[src/rtl/calculadora_seq.sv]
// Sequential calculator: add/sub/mul answer one cycle after accept, and division
// uses a restoring divider that produces one quotient bit per cycle.
module calculadora_seq #(
  parameter int WIDTH = 4
) (
  input  logic                 clk,
  input  logic                 rst,
  input  logic                 in_valid,
  output logic                 in_ready,
  input  logic [WIDTH-1:0]     a,
  input  logic [WIDTH-1:0]     b,
  input  logic [1:0]           op_sel,
  output logic                 out_valid,
  input  logic                 out_ready,
  output logic [2*WIDTH-1:0]   result,
  output logic [WIDTH-1:0]     remainder,
  output logic                 error,
  output logic                 busy
);

  localparam int RW = 2 * WIDTH;
  localparam int CW = $clog2(WIDTH + 1);

  typedef enum logic [1:0] {
    IDLE,
    CALC,
    DONE
  } state_t;

  state_t          state;
  state_t          state_nxt;
  logic [WIDTH-1:0] dvd;
  logic [WIDTH-1:0] dvs;
  logic [WIDTH-1:0] part;
  logic [CW-1:0]    cnt;

  logic             accept;
  logic             div_zero;
  logic [WIDTH:0]   part_sh;
  logic [WIDTH-1:0] part_sub;
  logic             take;
  logic [WIDTH-1:0] part_nxt;
  logic [WIDTH-1:0] dvd_nxt;

  // Operands are zero-extended to the result width; sub wraps modulo 2^RW.
  function automatic logic [RW-1:0] alu(input logic [WIDTH-1:0] x,
                                        input logic [WIDTH-1:0] y,
                                        input logic [1:0]       op);
    logic [RW-1:0] xe;
    logic [RW-1:0] ye;
    xe = RW'(x);
    ye = RW'(y);
    case (op)
      2'b00:   return xe + ye;
      2'b01:   return xe - ye;
      default: return xe * ye;
    endcase
  endfunction

  assign in_ready = (state == IDLE) && !rst;
  assign busy     = (state != IDLE);
  assign accept   = in_valid && in_ready;
  assign div_zero = (b == '0);

  // One restoring step; the partial remainder always stays below the divisor,
  // so it fits in WIDTH bits once the trial subtraction is resolved.
  always_comb begin
    part_sh  = {part, dvd[WIDTH-1]};
    part_sub = part_sh[WIDTH-1:0] - dvs;
    take     = (part_sh >= {1'b0, dvs});
    part_nxt = take ? part_sub : part_sh[WIDTH-1:0];
    dvd_nxt  = {dvd[WIDTH-2:0], take};
  end

  always_comb begin
    state_nxt = state;
    case (state)
      IDLE: begin
        if (accept) begin
          if (op_sel == 2'b11 && !div_zero) state_nxt = CALC;
          else                              state_nxt = DONE;
        end
      end
      CALC:    if (cnt == CW'(1)) state_nxt = DONE;
      DONE:    if (out_ready)     state_nxt = IDLE;
      default: state_nxt = IDLE;
    endcase
  end

  always_ff @(posedge clk) begin
    if (rst) begin
      state     <= IDLE;
      out_valid <= 1'b0;
      result    <= '0;
      remainder <= '0;
      error     <= 1'b0;
      dvd       <= '0;
      dvs       <= '0;
      part      <= '0;
      cnt       <= '0;
    end else begin
      state <= state_nxt;
      case (state)
        IDLE: begin
          if (accept) begin
            if (op_sel == 2'b11) begin
              if (div_zero) begin
                result    <= '0;
                remainder <= '0;
                error     <= 1'b1;
                out_valid <= 1'b1;
              end else begin
                dvd  <= a;
                dvs  <= b;
                part <= '0;
                cnt  <= CW'(WIDTH);
              end
            end else begin
              result    <= alu(a, b, op_sel);
              remainder <= '0;
              error     <= 1'b0;
              out_valid <= 1'b1;
            end
          end
        end
        // Divider iteration; the final step publishes quotient and remainder directly.
        CALC: begin
          dvd  <= dvd_nxt;
          part <= part_nxt;
          cnt  <= cnt - CW'(1);
          if (cnt == CW'(1)) begin
            result    <= RW'(dvd_nxt);
            remainder <= part_nxt;
            error     <= 1'b0;
            out_valid <= 1'b1;
          end
        end
        DONE: begin
          if (out_ready) out_valid <= 1'b0;
        end
        default: ;
      endcase
    end
  end

endmodule

[config.mk]
export PLATFORM = sky130hd
export DESIGN_NAME = calculadora_seq
export DESIGN_NICKNAME = d
export VERILOG_FILES = /design/src/rtl/calculadora_seq.sv
export SDC_FILE = /design/constraint.sdc
export NUM_CORES = 1
export LEC_CHECK = 0
export CORE_MARGIN = 2
export CORE_UTILIZATION = 35
export DETAILED_ROUTE_END_ITERATION = 8
export PLACE_DENSITY_LB_ADDON = 0.1
export SYNTH_ARGS = -nofsm -noshare
export SYNTH_HDL_FRONTEND = slang
export SYNTH_SLANG_ARGS = --single-unit
[constraint.sdc]
create_clock -name clk -period 2.7 [get_ports clk]
set_input_delay 0.27 -clock clk [delete_from_list [all_inputs] [get_ports clk]]
set_output_delay 0.27 -clock clk [all_outputs]
set_load 0.03 [all_outputs]
# Yosys cells after proc, flatten, opt, wreduce, memory -nomap -nowiden
# Index checks and enable logic that the tools add are counted.
# word_totals
ff_bits	31
in_bits	14
out_inout_bits	16
elab_cells	82
# op_classes
n_addsub	4
multipliers	1
n_lt_le_gt_ge	1
eq_ne	11
muxes	39
n_bitwise	1
n_reduce_logical	16
# op_table
operator	count
$mux 4	11
$mux 8	4
$pmux 8 s2	2
$pmux 4 s2	3
$reduce_and 4->1	3
$mux 3	3
$mul 4x4->8	1
$mux 1	8
$mux 2	4
$ne 2x2->1 const B	4
$pmux 2 s3	1
$pmux 3 s2	1
$add 4x4->5	1
$ge 5x4->1	1
$reduce_and 5->1	1
$sub 4x4->5	1
$eq 2x1->1 const B	2
$eq 2x2->1 const B	2
$logic_not 2->1	2
$logic_not 4->1	1
$reduce_bool 2->1	2
$sub 4x4->4	1
$eq 3x1->1 const B	1
$logic_and 1x1->1	3
other kinds (9)	10

# Depth between registers and ports, before layout
# Gate-level depths: netlist of the first run.
# depth
word_depth	6
depth_mapped	12
mapped_depth_nobuf	12

# Worst setup path before layout of the first run
# No wires, ideal clock.
# synth_timing
path_type	input port to flip-flop
from	input a[0]
to	register result[6]
setup_ps	117
arrival_time_ps	2523
required_ps	2583
slack_ps	60
stages	11
n_path_buf	0
cell_sequence	nand2_1 > fa_1 > inv_1 > fa_1 > inv_1 > fa_1 > o21bai_1 > a21oi_1 > xor2_1 > nand2_1 > a22o_1
# synth_between
elab_chain_len	5
elab_cells_between_ends	6
cone_classes	1 x add/sub; 1 x mul; 4 x mux
# synth_lines
element	line_no	rtl
start: declaration	10	input logic [WIDTH-1:0] a,
$mul 4x4->8 / $sub 4x4->5 (equally long branches)	56, 55	
$pmux 8 s2 *	53	case (op)
$mux 8 *	106	if (op_sel == 2'b11) begin
$mux 8 *	105	if (accept) begin
$pmux 8 s2 *	103	case (state)
end signal: assignment	119	result <= alu(a, b, op_sel);
end signal: assignment	132	result <= RW'(dvd_nxt);
end: declaration	15	output logic [2*WIDTH-1:0] result,
# Every way passes the cells marked *; elsewhere a longest branch is shown, timed or not. The select of a mux whose other input is x is not followed.
# A chain may end at the register's enable or synchronous reset.

# Worst setup path after layout of the first run
# layout_timing
from	input a[1]
to	register result[7]
# Same word-level chain as after synthesis.

==> reports/qor.txt, run 1 <==
Post-synthesis sequential area ratio -> 27.4%
Final Skew -> 0.00699 ns
Metal3 WL -> 149 um
Initial Utilization -> 35.9%
CTS H-tree lvls -> 2
First-pass GRT wire length -> 9.39 mm
Core Util, Final -> 46.1%
Number of distinct library cells after synthesis -> 53
Period utilisation layout -> 95.5%
Final Max Tran Viols -> 0
Worst hold slack -> 0.456 ns
Setup TNS -> 0 ns
Cell Int Power -> 0.932 mW
Initial DRC count -> 80
Ys flop type -> dfxtp_1
Synth warnings -> 0
Final WS setup -> 0.120 ns
# diodes -> 0
Status -> finished, final reports clean
Cts bufs inserted -> 5
CTS tree -> yes
DR pass1 iterations -> 5
Die Y -> 84.5 um
Post-Route WL -> 5.44 mm
# DRC -> 0
Post-synth top area cell -> dfxtp_1
Layout area overhead -> 28.4%
IO Count -> 30
Worst Path Buf+Inv -> 3
Final setup fails -> 0
CP required -> 2.88 ns
Net Sw Frac -> 29.1%
CTS root buffer -> clkbuf_8
Largest net degree at the start of global routing -> 30
Post-synth ARST share -> 0%
Critical path launch point type -> primary input
Critical path's largest stage delay -> 0.48 ns
Worst VDD drop -> 0.247 mV
Fin crit period -> 2.58 ns
Setup slack at placement -> -0.612 ns
Uppermost routed layer -> met4
Drt wl/cell -> 13.9 um
Max cap viols -> 0
Slew HR -> 38.7%
Crit path depth -> 12
Area of the mapped netlist -> 0.00227 mm2
Hold Fails Final Rpt -> 0
Synth top cells by count -> 35 x nand2_1, 31 x dfxtp_1, 26 x ha_1
Cell row count -> 29
Worst path slowest cell -> fa_1
Most common cell in the netlist -> nand2_1
Die Wd -> 84.5 um
Hold buffers post-CTS -> 0
Worst hold-check path type -> flip-flop to flip-flop
Synth Area per Inst -> 8.52 um2
Combinational power share -> 26.5%
Leak Pwr -> 1.17 nW
Clock latency on the worst-skew pair -> 0.28 ns
Metal2 WL -> 2.44 mm
Vias -> 1943
Vias in the first global route -> 1928
Slew @ Worst Pin -> 0.914 ns
Cell mode on critical path -> ha_1
P per Cell Area -> 451 mW/mm2
Critical path cell sequence -> dlygate4sd2_1, buf_6, and2_2, fa_1, ha_1, ha_1, inv_1, o31ai_1, a21oi_1, xor2_1, nand2_1, a22o_1
ANT nets after route -> 0
Hpwl dp -> 4.24 mm
Post-Syn Instances -> 266
Post-synth top area share -> 27.4%
Worst-case reg-to-reg path depth -> 9
Max Freq -> 0.388 GHz
Design Power -> 1.31 mW
Clk pwr share -> 36.3%
Setup CP Type -> primary input to flip-flop
EDFF count, synth -> 0
CTS max path bufs -> 2
Register bit total from synthesis -> 31
Top cells by area, synth -> dfxtp_1 27%, ha_1 14%, fa_1 6.2%
Worst-path maximum fanout -> 7
Clk sinks -> 31
Final-stage net count -> 361
CTS clk-pin slew, worst paths -> 0.07 ns
Drt via density -> 4.96
Crit-path leading delay family -> adder cells
GP Congestion -> 0.805
Switch Pwr -> 0.381 mW
Die ar. -> 0.00713 mm2
Power share of the sequential group -> 37.2%
Grt total ovfl -> 0
Syn_nets -> 313
RSZ-0062 raised after global routing -> false
Met1 Wirelength -> 2.82 mm
Layout cells sized above 1 -> 16.8%
Arr. time, crit path -> 2.76 ns
Core ar. -> 0.00631 mm2
Hold path depth -> 2
Initial antenna violation count -> 0
Crit end category -> flip-flop
GRT Total Usage -> 16.2%
I/O Buffers -> 29
[repair_timing]
item | 4_1_cts | 5_1_grt
setup buffers | 1 | 0
pin swaps | 9 | 2
gates resized for setup | 13 | 2
setup endpoints to repair | 5 | 1
[worst reg2reg max path: cells and delay by family (launching register included)]
kind / cells / cell delay (ns)
AOI/OAI and AO/OA: 3 / 0.44
adders and majority gates: 1 / 0.31
buffers and inverters: 2 / 0.25
DFF: 1 / 0.33
muxes: 1 / 0.26
and+or+nand+nor: 2 / 0.34
[registers in the layout, indices dropped and copies added, names as in the netlist]
| signal | count |
|---|---|
| state | 2 |
| part | 4 |
| result | 8 |
| dvs | 4 |
| out_valid | 1 |
| remainder | 4 |
| error | 1 |
| dvd | 4 |
| cnt | 3 |
[placed cells by master (no fill, tap or decap), types with 4 or more instances in the layout]
| cell type | instances |
|---|---|
| a22oi_1 | 4 |
| inv_1 | 24 |
| nor2_1 | 17 |
| fa_1 | 6 |
| clkbuf_8 | 6 |
| xor2_1 | 4 |
| ha_1 | 23 |
| clkdlybuf4s50_1 | 22 |
| mux2i_1 | 4 |
| and2_1 | 5 |
| dlygate4sd2_1 | 5 |
| dfxtp_1 | 31 |
| o21ai_0 | 9 |
| nand2b_1 | 5 |
| a21oi_1 | 23 |
| nor3_1 | 4 |
| o21a_1 | 4 |
| nand2_1 | 35 |
| buf_4 | 19 |
[power groups by stage]
stage          clock network, mW  registers (mW)  logic (mW)
4_1_cts                    0.484           0.488       0.343
3_5_place_dp                   0           0.499       0.340
5_1_grt                    0.506           0.491       0.390
6_report                   0.476           0.488       0.348
2_1_floorplan                  0           0.509       0.202
3_3_place_gp                   0           0.499       0.339
[path summary, 6_finish.rpt]
path	start	to	slack, ns
setup / recovery	a[1]	result[7]	0.12
hold / removal	dvs[3]	dvs[3]	0.46
setup reg to reg	dvs[1]	part[1]	0.66
hold reg to reg	dvs[3]	dvs[3]	0.46
[area by class of cell]
cell class / instances / area [um2]
inverters: 25 / 96.3
multi-input cells: 201 / 1530
clock inverters: 2 / 35.0
fillers: 645 / 3400
clock buffers: 6 / 82.6
flip-flops and latches: 31 / 621
well taps: 77 / 96.3
repair buffers: 50 / 450
[cells by family (layout without fill, tap and decap cells)]
logic type,count (synthesis),in the layout,synth area share (%)
and+or+nand+nor,87,87,20.0
AOI/OAI and AO/OA,69,69,20.8
buffers and inverters,34,83,6.24
adders and majority gates,33,33,20.5
DFF,31,31,27.4
xor gates and xnor gates,7,7,2.71
muxes,5,5,2.26
[stage by stage]
step                      std cells  area (um2)
after CTS                       392        2900
after global placement          383        2760
after detailed placement        383        2760
after floorplan                 266        2270
after global routing            392        2910
final                           392        2910
[layer usage]
layer / GRT usage [%] / vias up
met3: 2.75 / 2
met4: 3.90 / 0
met2: 25.4 / 31
met1: 23.3 / 890
met5: 0 / -
li1: - / 1020
Power figures use the tool's default switching activity.
==> run 2: changes to the inputs <==
--- a/config.mk
+++ b/config.mk
@@ -5,10 +5,10 @@
 export SDC_FILE = /design/constraint.sdc
 export NUM_CORES = 1
 export LEC_CHECK = 0
+export CAP_MARGIN = 15
 export CORE_MARGIN = 2
 export CORE_UTILIZATION = 35
 export DETAILED_ROUTE_END_ITERATION = 8
-export PLACE_DENSITY_LB_ADDON = 0.1
 export SYNTH_ARGS = -nofsm -noshare
 export SYNTH_HDL_FRONTEND = slang
 export SYNTH_SLANG_ARGS = --single-unit
==> run 2 against run 1 <==
Sequential share of layout area about the same. Fmax up 0.54%. Setup slack better by 0.014 ns. Combinational power about the same. Wire length down 3.0%. Cell area about the same. Cell count up 0.26%. Largest cell class unchanged. Die area unchanged. Largest power group unchanged. Flip-flop and latch count unchanged.
==> reports/qor.txt, run 2 (synthesized netlist as in run 1, its figures left out) <==
IO Count -> 30 (unchanged)
Reg area -> 621 um2 (unchanged)
Post-Route WL -> 5.27 mm (-3.0%)
Critical path launch point type -> primary input
Area of the multi-input gates -> 0.00154 mm2 (+0.65%)
Largest net degree at the start of global routing -> 30 (unchanged)
Setup slack at placement -> -0.591 ns (+0.0204 ns)
Largest register FFs -> 8 (unchanged)
Worst hold-check path type -> flip-flop to flip-flop
Hold buffers post-CTS -> 0 (unchanged)
R2r setup slk -> 0.67 ns (about the same)
Worst-case reg-to-reg path depth -> 9 (unchanged)
CTS H-tree lvls -> 2 (unchanged)
Worst VDD drop -> 0.224 mV (-9.3%)
Initial DRC count -> 73 (-8.8%)
Drt wl/cell -> 13.4 um (-3.3%)
Clk sinks -> 31 (unchanged)
Final Skew -> 0.0138 ns (+0.00678 ns)
Hold Fails Final Rpt -> 0 (unchanged)
DR pass1 iterations -> 4 (-1)
Most flops, register -> result
CTS root buffer -> clkbuf_8
Final setup fails -> 0 (unchanged)
Status -> finished, final reports clean
Slew @ Worst Pin -> 0.716 ns (-0.198 ns)
Initial Utilization -> 35.9% (unchanged)
Leak Pwr -> 1.16 nW (-0.54%)
CTS tree -> yes
Hold path start -> dvs[1]
Die ar. -> 0.00713 mm2 (unchanged)
Reg2reg start -> dvs[1]
Commonest non-fill, non-tap cell in the layout -> nand2_1
Slew HR -> 51.9% (+13 points)
CP Launch Point -> a[0]
I/O Buffers -> 29 (unchanged)
Vias -> 1947 (+0.21%)
RSZ-0062 raised after global routing -> false
Fin crit period -> 2.57 ns (-0.0139 ns)
CP required -> 2.86 ns (-0.02 ns)
CTS clk-pin slew, worst paths -> 0.07 ns (about the same)
Worst-path maximum fanout -> 2 (-5)
Fill cell count -> 631 (-2.2%)
Max cap viols -> 0 (unchanged)
Core ar. -> 0.00631 mm2 (unchanged)
Hold path depth -> 2 (unchanged)
Commonest cells after routing, fill and taps aside -> 35 x nand2_1, 31 x dfxtp_1
Final WS setup -> 0.134 ns (+0.0139 ns)
GRT Total Usage -> 15.8% (-0.36 points)
Initial antenna violation count -> 0 (unchanged)
Max Freq -> 0.390 GHz (+0.54%)
Cell row count -> 29 (unchanged)
Drt via density -> 4.95 (about the same)
Die Y -> 84.5 um (unchanged)
Final-stage net count -> 362 (+0.28%)
Postcts setup bufs -> 0 (-1)
# diodes -> 0 (unchanged)
First-pass GRT wire length -> 9.32 mm (-0.73%)
Reg2reg end -> part[2]
Critical path cell sequence -> clkdlybuf4s15_1, nand2_1, fa_1, inv_1, fa_1, ha_1, a21oi_2, o31ai_1, a21oi_1, xor2_1, nand2_1, a22o_1
Die Wd -> 84.5 um (unchanged)
Layout area overhead -> 28.3% (about the same)
Hpwl dp -> 4.06 mm (-4.2%)
Period utilisation layout -> 95.0% (-0.51 points)
Layout cells sized above 1 -> 17.1% (+0.26 points)
ANT nets after route -> 0 (unchanged)
CTS max path bufs -> 2 (unchanged)
Clock latency on the worst-skew pair -> 0.28 ns (about the same)
Setup CP Type -> primary input to flip-flop
Worst hold slack -> 0.455 ns (-0.000802 ns)
Critical path's largest stage delay -> 0.53 ns (+0.05 ns)
GP Congestion -> 0.835 (+3.7%)
Cts bufs inserted -> 5 (unchanged)
Vias in the first global route -> 1923 (-0.26%)
P per Cell Area -> 430 mW/mm2 (-4.8%)
Worst path slowest cell -> fa_1
Final Max Tran Viols -> 0 (unchanged)
Arr. time, crit path -> 2.73 ns (-0.03 ns)
Grt total ovfl -> 0 (unchanged)
Crit end category -> flip-flop
WHS Endpoint -> dvs[1]
# DRC -> 0 (unchanged)
[run 2: cell types whose count changed in the layout (fill, tap and decap cells not counted)]
| cell | before | now |
|---|---|---|
| buf_4 | 19 | 21 |
| inv_1 | 24 | 23 |
| inv_2 | 0 | 1 |
| bufinv_16 | 1 | 0 |
| ha_4 | 1 | 2 |
| ha_2 | 2 | 1 |
| clkinv_2 | 1 | 0 |
| clkdlybuf4s50_1 | 22 | 23 |
| clkinvlp_4 | 0 | 1 |
| buf_6 | 3 | 1 |
| clkbuf_8 | 6 | 7 |
[run 2: repair_timing]
action | in CTS | in global routing
endpoints found under the hold margin | 0 | 0
pin swaps | 9 | 3
setup endpoints to repair | 5 | 2
gates resized for setup | 13 | 2
cloned | 0 | 0
[run 2: where the power goes]
| part | leakage, nW | switching [mW] | internal (mW) |
|---|---|---|---|
| sequential | 0.251 | 0.0147 | 0.474 |
| clock | 0.0505 | 0.180 | 0.232 |
| combinational | 0.863 | 0.187 | 0.161 |
| total | 1.16 | 0.383 | 0.867 |
[run 2: how the worst max path moves through the flow]
stage	end	slack [ns]	cells past startpoint
6_report	result[7]	0.13	12
5_1_grt	result[6]	0.003	13
4_1_cts	result[7]	0.10	12
3_5_place_dp	result[6]	-0.59	12
3_3_place_gp	result[6]	-0.58	12
2_1_floorplan	result[6]	0.06	11
[run 2: layer usage]
metal	vias to the layer above	routed length [um]	global-route usage, %
met5	-	0	0
met1	898	2720	22.8
met4	0	36	3.46
met2	30	2370	25.3
li1	1017	-	-
met3	2	146	2.26
[run 2: worst max-delay path, delay by kind of cell]
family          cells  cell delay [ns]
buf+inv             2             0.27
simple gates        2             0.15
xor+xnor            1             0.15
fa+ha+maj           3             1.30
compound gates      4             0.59
[run 2: final cells by class]
cell class                      count  share of cell area [%]
Sequential cell                    31                    21.3
Inverter                           25                    3.31
Clock inverter                      1                   0.258
Timing Repair Buffer               51                    15.6
Multi-Input combinational cell    201                    52.9
Tap cell                           77                    3.31
Clock buffer                        7                    3.31
[run 2: through the flow]
stage | TNS, ns | utilization (%) | power, mW | cell area [um2] | cells
finish | 0 | 46.1 | 1.25 | 2910 | 393
floorplan | 0 | - | 0.711 | 2270 | 266
CTS | 0 | 46.0 | 1.26 | 2910 | 393
global placement | -2.38 | 43.9 | 0.836 | 2770 | 385
detailed placement | -2.43 | 43.9 | 0.839 | 2770 | 385
global route | 0 | 46.1 | 1.33 | 2910 | 393
